<file path="src/rtl/id_scoreboard.sv">
// Register-hazard scoreboard and issue controller between decode and execute.
// Tracks in-flight register writes, stalls on RAW/WAW/full, and sequences drains.
module id_scoreboard #(
   parameter int unsigned REG_ADDR_WIDTH  = 5,
   parameter int unsigned MAX_OUTSTANDING = 4,
   parameter int unsigned WB_BYPASS       = 1
) (
   input  logic                                       clk,
   input  logic                                       rst,
   input  logic                                       id_valid,
   input  logic                                       rs1_used,
   input  logic                                       rs2_used,
   input  logic [REG_ADDR_WIDTH-1:0]                  rs1_addr,
   input  logic [REG_ADDR_WIDTH-1:0]                  rs2_addr,
   input  logic                                       rd_wen,
   input  logic [REG_ADDR_WIDTH-1:0]                  rd_addr,
   input  logic                                       ex_ready,
   input  logic                                       wb_valid,
   input  logic [REG_ADDR_WIDTH-1:0]                  wb_waddr,
   input  logic                                       kill,
   input  logic                                       drain_req,
   output logic                                       id_ready,
   output logic                                       issue_fire,
   output logic                                       stall_raw,
   output logic                                       stall_waw,
   output logic                                       stall_full,
   output logic                                       stall_drain,
   output logic [(2**REG_ADDR_WIDTH)-1:0]             busy_vec,
   output logic [$clog2(MAX_OUTSTANDING+1)-1:0]       outstanding,
   output logic                                       drain_done,
   output logic                                       err_spurious_wb
);

   localparam int unsigned NumRegs  = 2**REG_ADDR_WIDTH;
   localparam int unsigned CntWidth = $clog2(MAX_OUTSTANDING+1);

   typedef enum logic [1:0] {StRun, StDrain, StDone, StHold} state_e;

   state_e               state_q, state_d;
   logic [NumRegs-1:0]   busy_q, busy_d, byp_mask, eb;
   logic [CntWidth-1:0]  cnt_q, cnt_d, cnt_eff;
   logic                 drain_done_q, err_q;
   logic                 wb_clr, wb_spur, rd_nz, rs1_nz, rs2_nz, set_busy;

   assign rd_nz   = (rd_addr != '0);
   assign rs1_nz  = (rs1_addr != '0);
   assign rs2_nz  = (rs2_addr != '0);
   assign wb_clr  = wb_valid & (wb_waddr != '0) & busy_q[wb_waddr];
   assign wb_spur = wb_valid & (wb_waddr != '0) & ~busy_q[wb_waddr];

   // A register retiring this cycle is hidden from the hazard check when bypassing.
   always_comb begin
      byp_mask = '0;
      if ((WB_BYPASS != 0) && wb_valid) byp_mask[wb_waddr] = 1'b1;
   end

   assign eb      = busy_q & ~byp_mask;
   assign cnt_eff = (WB_BYPASS != 0) ? (cnt_q - CntWidth'(wb_clr)) : cnt_q;

   assign stall_raw   = id_valid & ((rs1_used & rs1_nz & eb[rs1_addr]) |
                                    (rs2_used & rs2_nz & eb[rs2_addr]));
   assign stall_waw   = id_valid & rd_wen & rd_nz & eb[rd_addr];
   assign stall_full  = id_valid & rd_wen & rd_nz & (cnt_eff == CntWidth'(MAX_OUTSTANDING));
   assign stall_drain = id_valid & (state_q != StRun);
   assign id_ready    = ex_ready & ~(stall_raw | stall_waw | stall_full | stall_drain);
   assign issue_fire  = id_valid & id_ready;
   assign set_busy    = issue_fire & rd_wen & rd_nz;

   // Set is applied after clear so a same-register set/clear leaves the bit high.
   always_comb begin
      busy_d = busy_q;
      cnt_d  = cnt_q + CntWidth'(set_busy) - CntWidth'(wb_clr);
      if (wb_clr) busy_d[wb_waddr] = 1'b0;
      if (set_busy) busy_d[rd_addr] = 1'b1;
      busy_d[0] = 1'b0;
      if (kill) begin
         busy_d = '0;
         cnt_d  = '0;
      end
   end

   always_comb begin
      state_d = state_q;
      case (state_q)
         StRun:   if (drain_req) state_d = StDrain;
         StDrain: if ((cnt_d == '0) || kill) state_d = StDone;
         StDone:  state_d = drain_req ? StHold : StRun;
         StHold:  if (!drain_req) state_d = StRun;
         default: state_d = StRun;
      endcase
   end

   always_ff @(posedge clk) begin
      if (rst) begin
         state_q      <= StRun;
         busy_q       <= '0;
         cnt_q        <= '0;
         drain_done_q <= 1'b0;
         err_q        <= 1'b0;
      end else begin
         state_q      <= state_d;
         busy_q       <= busy_d;
         cnt_q        <= cnt_d;
         drain_done_q <= (state_d == StDone);
         err_q        <= wb_spur;
      end
   end

   assign busy_vec        = busy_q;
   assign outstanding     = cnt_q;
   assign drain_done      = drain_done_q;
   assign err_spurious_wb = err_q;

endmodule
</file>
<file path="config.mk">
export PLATFORM = sky130hd
export DESIGN_NAME = id_scoreboard
export DESIGN_NICKNAME = d
export VERILOG_FILES = /design/src/rtl/id_scoreboard.sv
export SDC_FILE = /design/constraint.sdc
export NUM_CORES = 1
export LEC_CHECK = 0
export ABC_AREA = 1
export CAP_MARGIN = 20
export CORE_UTILIZATION = 47
export DETAILED_ROUTE_END_ITERATION = 8
export PLACE_DENSITY_LB_ADDON = 0.08
export SLEW_MARGIN = 5
export SYNTH_ARGS = -nofsm -noshare
export SYNTH_HDL_FRONTEND = slang
export SYNTH_SLANG_ARGS = --single-unit
export TNS_END_PERCENT = 50
</file>
<file path="constraint.sdc">
create_clock -name clk -period 5 [get_ports clk]
set_clock_uncertainty 0.1 [all_clocks]
set_input_delay 1 -clock clk [delete_from_list [all_inputs] [get_ports clk]]
set_output_delay 1 -clock clk [all_outputs]
set_load 0.03 [all_outputs]
</file>
Word-level counts from Yosys, hierarchy flattened

Cells that the tools add are included.

Reductions and logical operators: 11
Muxes and demuxes: 21
Add/sub/neg operators: 3
$lt $le $gt $ge: 6
Eq/ne operators: 5
Bitwise logic cells: 28

Operators with widths:

| cell                                                                                 | count |
|---|---|
| 32-bit two-way mux                                                                   | 3 |
| 32-bit bitwise AND                                                                   | 2 |
| 32-bit inverter                                                                      | 2 |
| 32-bit bitwise OR                                                                    | 1 |
| 5-bit by 6-bit less-than comparator with 1-bit output (second input constant)        | 4 |
| 1-bit binary-select mux with 5-bit select                                            | 4 |
| 5-bit nonzero test                                                                   | 4 |
| 1-bit bitwise AND                                                                    | 17 |
| 1-bit demux with 5-bit select                                                        | 2 |
| 5-bit by 1-bit greater-or-equal comparator with 1-bit output (second input constant) | 2 |
| 2-bit two-way mux                                                                    | 4 |
| 2-bit one-hot mux with 4 select lines                                                | 1 |
| 2-bit equality test (second input constant)                                          | 3 |
| 1-bit two-way mux                                                                    | 6 |
| 3-bit by 1-bit subtractor with 3-bit output                                          | 2 |
| 1-bit bitwise OR                                                                     | 4 |
| 3-bit by 1-bit adder with 3-bit output                                               | 1 |
| 3-bit equality test (second input constant)                                          | 1 |
| 3-bit logical NOT                                                                    | 1 |
| 3-bit two-way mux                                                                    | 1 |
| 2-bit by 1-bit equality test with 1-bit output (second input constant)               | 1 |
| 1-bit logical AND                                                                    | 2 |
| 2-bit logical NOT                                                                    | 1 |
| 1-bit inverter                                                                       | 2 |
| 3 further kinds                                                                      | 3 |

Output and inout bits: 43
Flip-flop bits (word level): 39

Logic depth before layout (Yosys ltp)

Depth in word-level cells: 28
Mapped depth: 28
Gate-level depth less buffers: 28

Worst setup path before layout

No wires, ideal clock.

Kind: in2reg
Start point: input wb_waddr[1]
End point: register state_q[0]
Path buffers: 1
Required time: 4.785 ns
Arrival: 4.900 ns
Setup time: 0.115 ns
Slack: -0.115 ns
Cell stages on the path: 23
Path through: nand2_2 -> clkinv_2 -> buf_6 -> a22oi_1 -> nand2_1 -> a22o_1 -> nor4b_1 -> nor2_1 -> ha_1 -> or2_2 -> nand4_1 -> o211ai_1 -> nor3_4 -> nand2_1 -> ha_1 -> inv_1 -> ha_1 -> fa_1 -> xnor2_1 -> xor2_1 -> a31o_2 -> nand2_1 -> nor3b_1

Cells in the longest elaborated chain, start to end: 27

Ends and longest elaborated chain:

| element                                                                                                                                                            | line   | RTL |
|---|---|---|
| start: declaration                                                                                                                                                 | 19     | `input logic [REG_ADDR_WIDTH-1:0] wb_waddr,` |
| 5-bit by 6-bit less-than comparator with 1-bit output (not written as such) / 5-bit by 1-bit greater-or-equal comparator with 1-bit output (equally long branches) | 54     | `if ((WB_BYPASS != 0) && wb_valid) byp_mask[wb_waddr] = 1'b1;` |
| 1-bit logical AND (not written as such)                                                                                                                            | 54     |  |
| 1-bit two-way mux (not written as such)                                                                                                                            | 54     |  |
| 1-bit demux with 5-bit select                                                                                                                                      | 54     |  |
| 32-bit two-way mux                                                                                                                                                 | 54     |  |
| 32-bit inverter                                                                                                                                                    | 57     | `assign eb = busy_q & ~byp_mask;` |
| 32-bit bitwise AND                                                                                                                                                 | 57     |  |
| 1-bit binary-select mux with 5-bit select, on equally long branches                                                                                                | 60, 61 |  |
| [9 not listed]                                                                                                                                                     | --     |  |
| net id_ready                                                                                                                                                       | 22     | `output logic id_ready,` |
| [1 not listed]                                                                                                                                                     | --     |  |
| 1-bit bitwise AND * (2 in a row)                                                                                                                                   | 67     | `assign set_busy = issue_fire & rd_wen & rd_nz;` |
| 3-bit by 1-bit adder with 3-bit output *                                                                                                                           | 72     | `cnt_d = cnt_q + CntWidth'(set_busy) - CntWidth'(wb_clr);` |
| 3-bit by 1-bit subtractor with 3-bit output *                                                                                                                      | 72     |  |
| 3-bit two-way mux *                                                                                                                                                | 76     | `if (kill) begin` |
| 3-bit logical NOT *                                                                                                                                                | 86     | `StDrain: if ((cnt_d == '0) \|\| kill) state_d = StDone;` |
| 1-bit logical OR *                                                                                                                                                 | 86     |  |
| 2-bit two-way mux *                                                                                                                                                | 86     |  |
| 2-bit one-hot mux with 4 select lines *                                                                                                                            | 84     | `case (state_q)` |
| end signal: assignment                                                                                                                                             | 95     | `state_q <= StRun;` |
| end signal: assignment                                                                                                                                             | 101    | `state_q <= state_d;` |
| end: declaration                                                                                                                                                   | 39     | `state_e state_q, state_d;` |

The timed path passes the listed nets; every way through them passes the cells marked *. The select of a mux whose other input is x is not followed.
A chain may end at the register's enable or synchronous reset.

Worst setup path in the final report

Start point: input wb_waddr[0]
End point: output stall_full

Cells in the longest elaborated chain, start to end: 6

Ends and longest elaborated chain:

| element                                                                                | line | RTL |
|---|---|---|
| 1-bit binary-select mux with 5-bit select / 5-bit nonzero test (equally long branches) | 48   | `assign wb_clr = wb_valid & (wb_waddr != '0) & busy_q[wb_waddr];` |
| 1-bit two-way mux (not written as such) / 1-bit bitwise AND (equally long branches)    | 48   |  |
| 1-bit bitwise AND *                                                                    | 48   |  |
| 3-bit by 1-bit subtractor with 3-bit output *                                          | 58   | `assign cnt_eff = (WB_BYPASS != 0) ? (cnt_q - CntWidth'(wb_clr)) : cnt_q;` |
| 3-bit equality test *                                                                  | 63   | `assign stall_full = id_valid & rd_wen & rd_nz & (cnt_eff == CntWidth'(MAX_OUTSTANDING));` |
| 1-bit bitwise AND *                                                                    | 63   |  |
| end: declaration                                                                       | 26   | `output logic stall_full,` |

Mark *: on every way between the ends. The rest lies on a longest branch, timed or not. The select of a mux whose other input is x is not followed.

==> key figures <==
Global routing
  • Total track usage: 38.22%
  • Largest net degree at the start of global routing: 36
  • Grt total ovfl: 0
  • First-pass GRT wire length: ~23000 um
  • Number of global-route vias before repair: about 4.4k
  • Initial antenna violation count: 0

Layout
  • Fin cells: a little over 800
  • Most common cell after layout, fill and taps aside: nand2_1
  • Sequential cell area: approximately 760 um2
  • Layout area overhead: 45.53%
  • Share of cells above drive strength 1: between 20% and 30%
  • Final core occ: 70.29%
  • Most frequent cells in the layout: nand2_1 (110), nand3_1 (108), buf_4 (95)
  • # diodes: 0
  • NumNets Final: between 700 and 800
  • Post-route cell area: 0.005071 mm2
  • Fillers: 633
  • Area of the multi-input gates: between 0.002 and 0.0025 mm2

Worst setup path
  • Critical path depth: 19
  • CP required: approximately 3.9 ns
  • Endpoint type of the worst setup path: output port
  • Crit path buffers/inverters: 10
  • CP arrival: approximately 3.8 ns
  • Crit Path Max Fanout: 7
  • Kind of cell adding the most delay to the critical path: buffers and inverters
  • R2R depth: 20
  • Critical Path Start Type: input pin
  • Critical Path Most Common Cell: buf_4
  • WS Path Type: input pin to output port
  • Slowest CP cell: nor4b_4
  • CP cell instances: buf_2 -> buf_8 -> inv_6 -> nor2_4 -> a22oi_1 -> nand2_1 -> a22o_1 -> nor4b_4 -> nor2_2 -> ha_4 -> nand4_1 -> buf_4 -> buf_4 -> buf_4 -> buf_4 -> buf_4 -> buf_4 -> nor2_1 -> buf_4
  • CP max stage delay: between 0.3 and 0.4 ns

Synthesis
  • Number of enable flip-flop cells after synthesis: 0
  • Post-Syn Instances: 562
  • Post-synth top area share: between 20% and 30%
  • Fraction of registers with async set/reset: 0%
  • Post-synth net total: about 600
  • Ys Warns: 0
  • Sequential fraction of the synthesis area: ~22%
  • Top cells by area, synth: dfxtp_1 (22%), nand3_1 (16%), nand2_1 (12%)
  • Primary FF master, synth: dfxtp_1
  • Post-synthesis cell type count: around 40
  • Synth Register Bits: 38
  • Yosys top cell by area: dfxtp_1
  • Syn_area_per_cell: between 6 and 7 um2
  • Cell area after synthesis: between 0.003 and 0.004 mm2

Clocking
  • Clock Tree Buf Depth: 2
  • CTS tree: built
  • Worst-Skew Late Latency: roughly 0.29 ns
  • Clock transition at path regs: about 0.070 ns
  • CTS Buf Count: 5
  • Hold buffers post-CTS: 0
  • # clock sinks: 38
  • Root Buffer: clkbuf_8
  • H-tree levels: 2

Floorplan
  • Die Y-Extent: 88.11 um
  • Die width: 88.11 um
  • Initial core utilization: between 40 and 50%
  • Die area: between 0.007 and 0.008 mm2
  • Core area: between 0.007 and 0.008 mm2
  • IO Pins: 73
  • FP Rows: 31

Timing
  • Hold violation count in the final report: 0
  • Worst-margin pin slew: roughly 0.63 ns
  • Final min period: 4.932 ns
  • Final Hold Slack: roughly 0.42 ns
  • Fin Setup TNS: 0 ns
  • Period utilisation layout: 98.63%
  • Slew headroom: between 50 and 60%
  • Fin. max-slew vios: 0
  • RSZ-0062 raised after global routing: yes
  • Fmax: a little over 200 MHz
  • Final setup fails: 0

Power
  • Lkg Pwr: 2.042 nW
  • Power density over the cells: 153.4 mW/mm2
  • Peak supply drop: 0.0001873 V

Route
  • Wire length per cell: between 15 and 20 um
  • DR vias/cell: between 6 and 7
  • Vias post-DR: between 4k and 5k
  • 1st-iter DRT viols: 496
  • DRC errors left: 2
  • Final WL: around 15000 um
  • Routed Antenna Nets: 0
  • First drt pass iteration count: 7

Min path
  • Hold Path Class: flip-flop to flip-flop
  • Number of cells on the worst hold path: 2

Place
  • IO buf count: between 70 and 80
  • Final HPWL DP: between 10000 and 15000 um
  • GPL Wtd Cong: roughly 1
  • Area after DPL: between 0.004 and 0.005 mm2
  • Dpl cells: about 800

Run
  • Max-Cap Viols: 0

Status
  • Failing checks: DRC
  • Status: finished, violations left
state kept, by name, indices dropped and copies added, names as in the netlist:
name,cells
err_spurious_wb,1
outstanding,3
state_q,2
busy_vec,31
drain_done,1
where the power goes:
part	switching, mW	total, mW	internal, mW
registers	0.00233	0.308	0.305
clock network	0.108	0.218	0.111
logic	0.154	0.252	0.0983
worst min-delay path, stage by stage (launching register included):
cell and delay (ns):
dfxtp_1 0.34, nand2_1 0.07, a21oi_1 0.06
final timing paths:
kind,from,endpoint,slack [ns]
worst max-delay path,wb_waddr[0],stall_full,0.07
worst min-delay path,state_q[1]$_SDFF_PP0_,state_q[1]$_SDFF_PP0_,0.42
worst max register to register,busy_vec[8]$_SDFF_PP0_,state_q[0]$_SDFF_PP0_,0.81
worst min register to register,state_q[1]$_SDFF_PP0_,state_q[1]$_SDFF_PP0_,0.42
routing by layer:
metal	global-route usage [%]	wire, um
met1	49.26	5727
met2	62.09	6782
met3	6.503	1627
met4	18.18	735
met5	0	0
synth_stat cells (2+ instances only):
library cell,count
a21oi_1,47
a22oi_1,13
buf_1,2
buf_2,7
buf_6,11
clkbuf_1,7
clkinv_1,3
dfxtp_1,38
ha_1,3
inv_1,42
inv_2,6
nand2_1,112
nand2_2,8
nand3_1,108
nand3_2,9
nand4_1,45
nand4_2,2
nor2_1,59
nor2_2,2
nor2_4,9
nor3b_1,2
o211ai_1,2
o21ai_0,6
or2_2,2
what timing repair did:
item,4_1_cts,5_1_grt
endpoints found under the setup margin,4,7
pin swaps,14,18
cloned,0,2
setup buffers,11,1
resized for setup,19,24
through the flow:
step           setup slack, ns  total power, mW
2_1_floorplan          0.01264           0.4496
3_3_place_gp           -0.3646           0.5454
3_5_place_dp           -0.5153           0.5481
4_1_cts                0.01173           0.7662
5_1_grt              -0.001459           0.8082
6_report               0.06835           0.7781
cell type report:
class	count	area share (%)
clock buffer	6	1.628
clock inverter	2	0.2467
inverter	52	4.145
multi-input combinational	446	48.11
sequential	38	15.00
tap	99	2.443
timing repair buffer	166	28.42
cells by family after synthesis:
family          count (synthesis)  synth area share, %
compound gates                 75                12.50
xor+xnor                        2               0.5028
fa+ha+maj                       4                1.652
buf+inv                        80                11.38
flops                          38                21.83
other cells                     1               0.1076
simple gates                  362                52.03
Power figures use the tool's default switching activity.
